$ cat config.mk
export PLATFORM = sky130hd
export DESIGN_NAME = alu_exec_stage
export DESIGN_NICKNAME = d
export VERILOG_FILES = /design/src/rtl/alu_exec_pkg.sv /design/src/rtl/alu.sv /design/src/rtl/exec_regfile.sv /design/src/rtl/alu_exec_stage.sv
export SDC_FILE = /design/constraint.sdc
export NUM_CORES = 1
export LEC_CHECK = 0
export ABC_AREA = 1
export ABC_CLOCK_PERIOD_IN_PS = 3200
export CAP_MARGIN = 40
export CORE_MARGIN = 2
export CORE_UTILIZATION = 60
export DETAILED_ROUTE_END_ITERATION = 6
export GPL_TIMING_DRIVEN = 0
export PLACE_DENSITY_LB_ADDON = 0.05
export SYNTH_ARGS = -nofsm -noshare
export SYNTH_HDL_FRONTEND = slang
export SYNTH_SLANG_ARGS = --single-unit
export TNS_END_PERCENT = 5
$ cat constraint.sdc
create_clock -name clk -period 3.2 [get_ports clk]
set_input_delay 0.32 -clock clk [delete_from_list [all_inputs] [get_ports clk]]
set_output_delay 0.32 -clock clk [all_outputs]
set_load 0.02 [all_outputs]
$ cat src/rtl/alu_exec_pkg.sv
// Shared types and helpers for the ALU execute stage.
//   op_e      : 2-bit opcode (ADD, SUB, ADDI, SUBI)
//   is_imm()  : operand B comes from the immediate
//   is_sub()  : ALU runs in subtract mode (invert B, carry-in 1)
package alu_exec_pkg;

  localparam int unsigned WIDTH_DEF = 16;
  localparam int unsigned NREGS_DEF = 8;

  typedef enum logic [1:0] {
    OP_ADD  = 2'b00,
    OP_SUB  = 2'b01,
    OP_ADDI = 2'b10,
    OP_SUBI = 2'b11
  } op_e;

  function automatic logic is_imm(op_e op);
    return (op == OP_ADDI) || (op == OP_SUBI);
  endfunction

  function automatic logic is_sub(op_e op);
    return (op == OP_SUB) || (op == OP_SUBI);
  endfunction

endpackage

$ cat src/rtl/alu.sv
// Plain WIDTH-bit adder/subtractor.
//   a, b : operands
//   ci   : carry in
//   nb   : invert b before the add (a - b when combined with ci = 1)
//   out  : a + (nb ? ~b : b) + ci, modulo 2^WIDTH
module alu #(
  parameter int unsigned WIDTH = 16
) (
  input  logic [WIDTH-1:0] a,
  input  logic [WIDTH-1:0] b,
  input  logic             ci,
  input  logic             nb,
  output logic [WIDTH-1:0] out
);

  logic [WIDTH-1:0] b_eff;

  assign b_eff = nb ? ~b : b;
  assign out   = a + b_eff + {{(WIDTH-1){1'b0}}, ci};

endmodule

$ cat src/rtl/exec_regfile.sv
// NREGS x WIDTH register file for the execute stage.
//   clk_i, rst_ni            : clock, async active-low clear (all registers to 0)
//   we_i, waddr_i, wdata_i   : synchronous write port; writes to r0 are dropped
//   raddr_a_i / rdata_a_o    : combinational read port A
//   raddr_b_i / rdata_b_o    : combinational read port B
//   dbg_addr_i / dbg_data_o  : combinational debug read port
// No write-to-read bypass: a read in the write cycle returns the old value.
module exec_regfile import alu_exec_pkg::*; #(
  parameter  int unsigned WIDTH = WIDTH_DEF,
  parameter  int unsigned NREGS = NREGS_DEF,
  localparam int unsigned AW    = $clog2(NREGS)
) (
  input  logic             clk_i,
  input  logic             rst_ni,
  input  logic             we_i,
  input  logic [AW-1:0]    waddr_i,
  input  logic [WIDTH-1:0] wdata_i,
  input  logic [AW-1:0]    raddr_a_i,
  output logic [WIDTH-1:0] rdata_a_o,
  input  logic [AW-1:0]    raddr_b_i,
  output logic [WIDTH-1:0] rdata_b_o,
  input  logic [AW-1:0]    dbg_addr_i,
  output logic [WIDTH-1:0] dbg_data_o
);

  logic [WIDTH-1:0] regs_q [NREGS];

  always_ff @(posedge clk_i or negedge rst_ni) begin
    if (!rst_ni) begin
      for (int unsigned i = 0; i < NREGS; i++) begin
        regs_q[i] <= '0;
      end
    end else if (we_i && (waddr_i != '0)) begin
      regs_q[waddr_i] <= wdata_i;
    end
  end

  assign rdata_a_o  = (raddr_a_i  == '0) ? '0 : regs_q[raddr_a_i];
  assign rdata_b_o  = (raddr_b_i  == '0) ? '0 : regs_q[raddr_b_i];
  assign dbg_data_o = (dbg_addr_i == '0) ? '0 : regs_q[dbg_addr_i];

endmodule

$ cat src/rtl/alu_exec_stage.sv
// Execute stage around the ALU: ADD/SUB/ADDI/SUBI over a valid/ready handshake.
//   clk, rst_n                       : clock, async active-low reset
//   in_valid/in_ready                : instruction handshake
//   in_op, in_rd, in_rs1, in_rs2,
//   in_imm                           : instruction fields
//   res_valid, res_rd, res_data      : writeback (one cycle after accept)
//   z_flag, n_flag                   : zero / sign of the last written result
//   dbg_addr, dbg_data               : combinational regfile peek (r0 reads 0)
// Build option ALU_FWD_EN: forward res_data on a read-after-write hazard instead
// of stalling one cycle.
module alu_exec_stage import alu_exec_pkg::*; #(
  parameter  int unsigned WIDTH = WIDTH_DEF,
  parameter  int unsigned NREGS = NREGS_DEF,
  localparam int unsigned AW    = $clog2(NREGS)
) (
  input  logic             clk,
  input  logic             rst_n,
  input  logic             in_valid,
  output logic             in_ready,
  input  logic [1:0]       in_op,
  input  logic [AW-1:0]    in_rd,
  input  logic [AW-1:0]    in_rs1,
  input  logic [AW-1:0]    in_rs2,
  input  logic [WIDTH-1:0] in_imm,
  output logic             res_valid,
  output logic [AW-1:0]    res_rd,
  output logic [WIDTH-1:0] res_data,
  output logic             z_flag,
  output logic             n_flag,
  input  logic [AW-1:0]    dbg_addr,
  output logic [WIDTH-1:0] dbg_data
);

  op_e              op;
  logic             use_imm;
  logic             do_sub;
  logic             accept;
  logic             haz_a;
  logic             haz_b;
  logic [WIDTH-1:0] rf_a;
  logic [WIDTH-1:0] rf_b;
  logic [WIDTH-1:0] opa;
  logic [WIDTH-1:0] opb;
  logic [WIDTH-1:0] alu_out;

  logic             res_valid_q, res_valid_d;
  logic [AW-1:0]    res_rd_q,    res_rd_d;
  logic [WIDTH-1:0] res_data_q,  res_data_d;
  logic             z_q,         z_d;
  logic             n_q,         n_d;

  assign op      = op_e'(in_op);
  assign use_imm = is_imm(op);
  assign do_sub  = is_sub(op);

  exec_regfile #(
    .WIDTH (WIDTH),
    .NREGS (NREGS)
  ) u_regfile (
    .clk_i      (clk),
    .rst_ni     (rst_n),
    .we_i       (res_valid_q),
    .waddr_i    (res_rd_q),
    .wdata_i    (res_data_q),
    .raddr_a_i  (in_rs1),
    .rdata_a_o  (rf_a),
    .raddr_b_i  (in_rs2),
    .rdata_b_o  (rf_b),
    .dbg_addr_i (dbg_addr),
    .dbg_data_o (dbg_data)
  );

  // The regfile has no internal bypass, so a source matching the pending
  // writeback (other than r0) would read a stale value this cycle.
  assign haz_a = res_valid_q && (res_rd_q != '0) && (in_rs1 == res_rd_q);
  assign haz_b = res_valid_q && (res_rd_q != '0) && !use_imm && (in_rs2 == res_rd_q);

`ifdef ALU_FWD_EN
  assign opa      = haz_a ? res_data_q : rf_a;
  assign opb      = use_imm ? in_imm : (haz_b ? res_data_q : rf_b);
  assign in_ready = 1'b1;
`else
  assign opa      = rf_a;
  assign opb      = use_imm ? in_imm : rf_b;
  // One bubble: next cycle the writeback has landed and res_valid is low.
  assign in_ready = !(in_valid && (haz_a || haz_b));
`endif

  assign accept = in_valid && in_ready;

  alu #(
    .WIDTH (WIDTH)
  ) u_alu (
    .a   (opa),
    .b   (opb),
    .ci  (do_sub),
    .nb  (do_sub),
    .out (alu_out)
  );

  always_comb begin
    res_valid_d = accept;
    res_rd_d    = res_rd_q;
    res_data_d  = res_data_q;
    z_d         = z_q;
    n_d         = n_q;
    if (accept) begin
      res_rd_d   = in_rd;
      res_data_d = alu_out;
    end
    // Flags follow the computed value even when the r0 write is dropped.
    if (res_valid_q) begin
      z_d = (res_data_q == '0);
      n_d = res_data_q[WIDTH-1];
    end
  end

  always_ff @(posedge clk or negedge rst_n) begin
    if (!rst_n) begin
      res_valid_q <= 1'b0;
      res_rd_q    <= '0;
      res_data_q  <= '0;
      z_q         <= 1'b0;
      n_q         <= 1'b0;
    end else begin
      res_valid_q <= res_valid_d;
      res_rd_q    <= res_rd_d;
      res_data_q  <= res_data_d;
      z_q         <= z_d;
      n_q         <= n_d;
    end
  end

  assign res_valid = res_valid_q;
  assign res_rd    = res_rd_q;
  assign res_data  = res_data_q;
  assign z_flag    = z_q;
  assign n_flag    = n_q;

endmodule

; ---- After elaboration in Yosys (flattened, before gate mapping)
; Cells that the tools add are included.
[totals]
regBits = 150
word_cells = 64
[op_classes]
add_sub_neg = 2
order_cmp = 5
eq_ne = 5
muxes = 17
bitwise_logic = 5
n_reduce_logical = 17
[ops]
columns = cell, count
row1 = 2-to-1 mux 16 bit, 12
row2 = binary-select mux 16 bit (select 3 bit), 3
row3 = bitwise mux 128 bit, 1
row4 = demux 16 bit (select 3 bit), 1
row5 = adder 16 x 1 -> 16 bit, 1
row6 = adder 16 bit, 1
row7 = ">= comparator 4 bit, second input constant", 4
row8 = logical NOT 16 bit, 1
row9 = NOT 16 bit, 1
row10 = NOT 3 -> 4 bit, 4
row11 = logical NOT 3 bit, 3
row12 = logical AND 1 bit, 7
row13 = == test 3 bit, 2
row14 = "== test 2 bit, second input constant", 2
row15 = "less-than comparator 4 x 1 -> 1 bit, second input constant", 1
row16 = logical OR 1 bit, 3
row17 = nonzero test 3 bit, 1
row18 = "== test 2 x 1 -> 1 bit, second input constant", 1
row19 = logical NOT 1 bit, 2

; ---- Longest topological paths before layout
; Gate-level depths: netlist (run 1).
[depth]
depth_word = 10
depth_mapped = 20

; ---- By module
; From an unflattened synthesis (run 1), not the netlist that was laid out.
[unflattened]
cells_unflattened = 1793
area_unflattened_um2 = 11299.6
[by_module_without_submodules]
columns = module, instances, cells_each, area_each_um2, seq_area_each_um2
row1 = exec_regfile, 1, 1395, 8819.7, 3203.1
row2 = alu_exec_stage, 1, 201, 1386.3, 550.5
row3 = alu, 1, 197, 1093.5, 0.0

; ---- Worst setup path after synthesis (run 1)
; Ideal clock, no wire load.
[synth_timing]
kind = input to register
start = input port in_rs2[2]
end = register res_data_q[12] (netlist: res_data[12])
arrival_ns = 2.723
required_ns = 3.074
setup_slack_ns = 0.350
path_stages = 17
n_path_buf = 2
path_cell_list = buf_2 inv_2 clkbuf_1 a21oi_1 o21ai_0 a31oi_1 a22oi_1 xor2_1 fa_1 nand3_1 nand2_1 a21oi_1 o21ai_1 a31oi_1 o21ai_1 nor2_1 o22ai_1
[synth_between]
elab_chain_len = 10
elab_cells_between_ends = 17
cone_classes = add/sub: 2 / eq/ne: 1 / mux: 6 / bitwise: 2 / reduce/logical: 6
[synth_lines]
columns = item, line_no
row1 = from (decl), alu_exec_stage.sv:23  ; input logic [AW-1:0] in_rs2,
row2 = NOT 3 -> 4 bit (implied by the code), exec_regfile.sv:39  ; assign rdata_b_o = (raddr_b_i == '0) ? '0 : regs_q[raddr_b_i];
row3 = binary-select mux 16 bit (select 3 bit), exec_regfile.sv:39
row4 = 2-to-1 mux 16 bit (implied by the code) (2 in a row), exec_regfile.sv:39
row5 = 2-to-1 mux 16 bit, exec_regfile.sv:39
row6 = 2-to-1 mux 16 bit, alu_exec_stage.sv:84  ; assign opb = use_imm ? in_imm : rf_b;
row7 = NOT 16 bit, alu.sv:18  ; assign b_eff = nb ? ~b : b;
row8 = 2-to-1 mux 16 bit, alu.sv:18
row9 = adder 16 bit, alu.sv:19  ; assign out = a + b_eff + {{(WIDTH-1){1'b0}}, ci};
row10 = adder 16 x 1 -> 16 bit, alu.sv:19
row11 = to (signal assigned), alu_exec_stage.sv:128  ; res_data_q <= res_data_d;
row12 = to (decl), alu_exec_stage.sv:48  ; logic [WIDTH-1:0] res_data_q, res_data_d;
; Parallel ways exist; a longest one is shown, timed or not. The select of a mux whose other input is x is not followed.
; A chain may end at the register's enable or synchronous reset.

; ---- Final worst setup path (run 1)
[layout_timing]
start = input port dbg_addr[2]
end = output port dbg_data[14]
[layout_between]
elab_chain_len = 5
elab_cells_between_ends = 6
cone_classes = mux: 4 / bitwise: 1 / reduce/logical: 1
[layout_lines]
columns = item, line_no
row1 = from (decl), alu_exec_stage.sv:30  ; input logic [AW-1:0] dbg_addr,
row2 = NOT 3 -> 4 bit (implied by the code), exec_regfile.sv:40  ; assign dbg_data_o = (dbg_addr_i == '0) ? '0 : regs_q[dbg_addr_i];
row3 = binary-select mux 16 bit (select 3 bit), exec_regfile.sv:40
row4 = 2-to-1 mux 16 bit (implied by the code) (2 in a row), exec_regfile.sv:40
row5 = 2-to-1 mux 16 bit (*), exec_regfile.sv:40
row6 = to (decl), alu_exec_stage.sv:31  ; output logic [WIDTH-1:0] dbg_data
; Mark *: on every way between the ends. The rest lies on a longest branch, timed or not. The select of a mux whose other input is x is not followed.

==> results of run 1 <==
## cells by family after synthesis
kind of cell,after synthesis,share of synthesized area
and+or+nand+nor,373,0.164
xor gates and xnor gates,29,0.0265
buffers and inverters,229,0.0952
AOI/OAI and AO/OA,534,0.303
DFF,150,0.391
adders and majority gates,15,0.0203
## flip-flops by register name, indices dropped and copies added (netlist names)
name	count
u_regfile.regs_q	128
res_valid	1
res_rd	3
n_flag	1
z_flag	1
res_data	16
## power groups by stage
stage,sequential [W],clock (W),combinational (W)
4_1_cts,0.00348,0.00204,0.00372
2_1_floorplan,0.00333,0,0.00224
5_1_grt,0.00362,0.00213,0.00423
3_3_place_gp,0.00346,0,0.00355
3_5_place_dp,0.00349,0,0.00367
6_report,0.00354,0.00207,0.00392
## worst paths after layout
path                                            start                    end  slack, ns
worst max-delay path                      dbg_addr[2]           dbg_data[14]      -0.15
min in group asynchronous                       rst_n                 n_flag       0.48
max in group asynchronous                       rst_n  u_regfile.regs_q[122]       1.88
worst min-delay path                         in_rd[0]              res_rd[0]       0.43
worst min register to register  u_regfile.regs_q[120]  u_regfile.regs_q[120]       0.48
worst max register to register   u_regfile.regs_q[56]           res_data[13]       0.04
## through the flow
stage / worst slack (ns) / std cells / power [W] / hold WS [ns]
CTS: 0.00344 / 1642 / 0.00924 / 0.433
detailed placement: -1.02 / 1611 / 0.00716 / 0.361
global route: -0.0562 / 1642 / 0.00997 / 0.450
floorplan: 0.350 / 1330 / 0.00557 / 0.0244
finish: -0.146 / 1642 / 0.00954 / 0.429
global placement: -4.01 / 1610 / 0.00701 / 0.455
## worst reg2reg max path, cell delays in order (launching register included)
cell	delay (ns)
dfrtp_1	0.42
o21ai_0	0.40
a31oi_1	0.24
a22oi_1	0.35
xor2_1	0.12
ha_1	0.39
a21o_1	0.23
a31oi_1	0.24
o21ai_0	0.15
a21boi_0	0.23
nand3_1	0.11
nand3_1	0.10
nand2_1	0.07
## cell usage in the layout, fill, tap and decap left out, types with 3 or more instances in the layout
cell,Yosys,routed
o21ai_0,292,289
nand2_1,251,251
dfrtp_1,150,150
a21oi_1,113,111
inv_1,107,106
clkbuf_1,87,67
clkdlybuf4s50_1,0,62
nand3_1,48,48
nor2_1,42,42
o211ai_1,41,41
a31oi_1,47,41
o21ai_1,19,20
xor2_1,19,19
clkbuf_16,0,17
buf_2,15,14
a22oi_1,14,13
ha_1,14,13
clkbuf_2,0,12
xnor2_1,10,10
nand2_2,8,8
inv_6,0,8
clkbuf_4,0,7
inv_2,5,6
buf_1,9,6
a31oi_2,0,6
nor3_1,5,5
nand3_2,5,5
nor4_1,5,5
buf_6,4,5
nand4_1,3,3
o21ai_2,1,3
buf_4,0,3
inv_8,0,3
## final cells by class
type | instances | area share
Multi-Input combinational cell | 951 | 0.444
Tap cell | 216 | 0.0241
Inverter | 114 | 0.0385
Buffer | 113 | 0.0467
Sequential cell | 150 | 0.334
Clock inverter | 15 | 0.0139
Timing Repair Buffer | 66 | 0.0607
Clock buffer | 17 | 0.0379
## timing repair
item / CTS / global route
gates resized for setup: 23 / 36
endpoints found under the setup margin: 12 / 8
hold buffers: 1 / 0
pin swaps: 0 / 3
hold endpoints to repair: 66 / 0
## layer usage
layer | vias to the layer above | share of wire | GRT usage
li1 | 4709 | - | -
met1 | 5079 | 0.36 | 0.649
met2 | 1002 | 0.43 | 0.733
met3 | 226 | 0.15 | 0.147
met4 | 2 | 0.065 | 0.262
met5 | - | 0.00031 | 0
==> run summary, run 1 <==
Final Core Density = 0.712
antenna violations before repair = 1
status = finished, violations left
Pins Over Slew Limit = 0
Clock transition at path regs = 0.07 ns
Design Area, Final = 11200 µm²
IO Pins = 72
crit-path max FO = 10
failing checks = DRC, setup timing
CP peak stage delay = 0.62 ns
clock network fraction of design power = 0.217
relative slew slack = 0.398
Final ANT Viol Nets = 0
Worst path slowest cell = clkbuf_1
number of fill cells = 1355
switching part of the total = 0.463
Post-synth EDFFs = 0
setup tns final = -0.493 ns
Internal = 0.00513 W
Leak = 4.97 nW
Post-Syn Area per Cell = 7.21 µm²
share of layout cells above drive strength 1 = 0.0792
TritonCTS clock tree = built
vias in the first global route = 9945
TritonRoute pass-1 iters = 7
placed cell area = 10500 µm²
Post-Syn Area = 9590 µm²
RSZ-0062 raised after global routing = yes
CTS Buffer Depth = 2
Cell variety after synth = 39
DRC = 12
asr flop ratio synth = 1.00
ant diodes = 0
clk_lat worst skew = 0.45 ns
Final setup viols = 7
Cell Pwr Density = 849 nW/µm²
die height = 130 µm
Yosys reg bits = 150
Core Area = 15800 µm²
Post-Route WL = 41400 µm
sw power = 0.00441 W
DR iter-0 viols = 1853
fmax = 0.299 GHz
largest net degree at the start of global routing = 85
Via-to-Cell Ratio = 6.71
Reg area = 3750 µm²
buffers and inverters on the worst path = 5
Synth Warn # = 0
total number of vias = 11018
top cell type's share of synthesized area = 0.391
RePlAce Congestion = 1.16
clk sinks = 150
final period utilization = 1.05
Top Family by Delay on Critical Path = buffers and inverters
routed length per instance = 25.2 µm
Setup Crit Path Kind = primary input to primary output
Die X = 130 µm
hold path cells = 3
synth cell count leaders = o21ai_0 (292), nand2_1 (251), dfrtp_1 (150), a21oi_1 (113), inv_1 (107)
Worst Path Required = 2.88 ns
net count reported at finish = 1461
Hold/Removal Path Class = primary input to flop
CP Data Arrival Time = 3.03 ns
input/output buffers = 64
Initial Util = 0.608
Num CTS Buffers = 17
Seq pwr share = 0.372
top-count cell post-synth = o21ai_0
Worst path depth = 6
net count after synthesis = 1378
row cnt = 46
setup bufs post-CTS = 0
root buffer selected by CTS = clkbuf_16
Slew @ Worst Pin = 0.903 ns
Register-to-Register Path Depth = 12
first-pass GRT wire length = 60700 µm
Final HPWL DP = 31400 µm
Final WS setup = -0.146 ns
Max Cap Viol = 0
worst path cell trace = clkdlybuf4s50_1, inv_1, clkbuf_1, clkbuf_1, a31oi_1, clkdlybuf4s50_1
H-tree levels = 4
clock skew = 0.0139 ns
Tmin final = 3.35 ns
sequential area share after synthesis = 0.391
Cells after Synth = 1330
die area = 17000 µm²
prevailing post-synth register cell = dfrtp_1
GRT Overall Usage = 0.491
GRT overflow = 0
final hold violations = 0
top cell type by total area after synthesis = dfrtp_1
CP endpoint kind = primary output
Peak VDD IR = 0.546 mV
multi-input logic area = 4990 µm²
combinational share of power = 0.411
startpoint types = primary input
synth top area cells = dfrtp_1 (39%), o21ai_0 (15%), nand2_1 (9.8%), a21oi_1 (5.9%), inv_1 (4.2%)
P&R area growth vs syn = 17.1%
Note: power is estimated with default switching activity, not from simulation.
==> run 2: changes to the inputs <==
Settings changed: CORE_MARGIN 2 to not set, CTS_CLUSTER_DIAMETER set to 60.
==> run summary, run 2 (synthesis results as in run 1) <==
placed cell area = 10500 µm²
Slew @ Worst Pin = 0.826 ns
failing checks = DRC, setup timing
Design Area, Final = 11300 µm²
GRT Overall Usage = 0.517
setup bufs post-CTS = 0
ant diodes = 0
largest net degree at the start of global routing = 93
total number of vias = 11119
GRT overflow = 0
Seq pwr share = 0.372
routed length per instance = 25.3 µm
Final WS setup = -0.112 ns
CP Data Arrival Time = 2.99 ns
Worst Path Required = 2.88 ns
Hold/Removal Path Class = primary input to async pin
clock skew = 0.0105 ns
Clock transition at path regs = 0.06 ns
switching part of the total = 0.447
H-tree levels = 4
Setup Crit Path Kind = primary input to primary output
Pins Over Slew Limit = 0
net count reported at finish = 1463
status = finished, violations left
relative slew slack = 0.445
clock network fraction of design power = 0.226
sw power = 0.00429 W
Post-Route WL = 41500 µm
Final Power = 0.00959 W
combinational share of power = 0.401
Peak VDD IR = 0.699 mV
Max Cap Viol = 0
final period utilization = 1.03
Leak = 4.98 nW
DRC = 1
Final ANT Viol Nets = 0
startpoint types = primary input
commonest non-fill, non-tap cell in the layout = o21ai_0
Tmin final = 3.31 ns
die height = 128 µm
Final HPWL DP = 29700 µm
RePlAce Congestion = 1.14
Initial Util = 0.622
Num CTS Buffers = 17
Final Core Density = 0.731
clk sinks = 150
Final setup viols = 7
Core Area = 15400 µm²
Biggest register = u_regfile.regs_q
IO Pins = 72
row cnt = 45
Die X = 128 µm
clk_lat worst skew = 0.44 ns
crit-path max FO = 10
share of layout cells above drive strength 1 = 0.0812
root buffer selected by CTS = clkbuf_16
most frequent cells in the layout = o21ai_0 (288), nand2_1 (251), dfrtp_1 (150)
Cell Pwr Density = 851 nW/µm²
input/output buffers = 64
antenna violations before repair = 0
max reg flops = 128
fmax = 0.302 GHz
Internal = 0.00530 W
final hold violations = 0
vias in the first global route = 10140
TritonCTS clock tree = built
CTS Buffer Depth = 2
Via-to-Cell Ratio = 6.78
TritonRoute pass-1 iters = 7
first-pass GRT wire length = 61400 µm
DR iter-0 viols = 1948
CP endpoint kind = primary output
die area = 16500 µm²
P&R area growth vs syn = 17.5%
RSZ-0062 raised after global routing = yes
## run 2: layout make-up
cell class                      instances  area, µm²
Clock buffer                           20        457
Multi-Input combinational cell        951       4990
Inverter                              114        433
Clock inverter                         12        166
Fill cell                            1297       4160
Buffer                                113        520
Tap cell                              211        264
Timing Repair Buffer                   68        689
Sequential cell                       150       3750
## run 2: power groups by stage
| stage | Combinational, W | Clock [W] | Sequential (W) |
|---|---|---|---|
| floorplan | 0.00224 | 0 | 0.00333 |
| global placement | 0.00350 | 0 | 0.00351 |
| detailed placement | 0.00360 | 0 | 0.00352 |
| CTS | 0.00364 | 0.00213 | 0.00350 |
| global route | 0.00417 | 0.00223 | 0.00362 |
| finish | 0.00385 | 0.00217 | 0.00357 |
## run 2: worst paths after layout
check                                        end                  start  slack [ns]  cells after the start
min                                       n_flag                  rst_n        0.42                      2
min in group clk                       res_rd[1]               in_rd[1]        0.46                      3
min reg2reg                u_regfile.regs_q[126]  u_regfile.regs_q[126]        0.48                      1
max reg2reg                         res_data[15]   u_regfile.regs_q[56]        0.01                     12
max in group asynchronous  u_regfile.regs_q[106]                  rst_n        1.88                      3
max                                 dbg_data[13]            dbg_addr[1]       -0.11                      6
## run 2: through the flow
step                instances  setup slack [ns]  TNS [ns]  hold WS (ns)
floorplan                1330             0.350         0        0.0244
global placement         1605             -4.07   -614.82         0.451
detailed placement       1606            -0.981     -7.75         0.327
CTS                      1638          0.000939         0         0.451
global route             1639           -0.0626    -0.104         0.478
finish                   1639            -0.112    -0.246         0.419
## run 2: repair_timing
action | CTS | global route
hold buffers | 1 | 0
endpoints found under the setup margin | 9 | 19
gates resized for setup | 12 | 51
gates cloned | 0 | 0
pin swaps | 0 | 1
hold endpoints to repair | 58 | 0
## run 2: layer usage
metal,up-vias,track usage,wire (µm)
li1,4718,-,-
met1,5130,0.637,14600
met2,1001,0.744,17100
met3,270,0.202,6120
met4,0,0.363,3670
met5,-,0.00882,0
## run 2: critical path, cell delays in order
cell	delay (ns)
clkbuf_1	0.23
clkbuf_1	0.59
clkbuf_1	0.63
o211ai_1	0.21
a31oi_1	0.33
clkdlybuf4s50_1	0.67
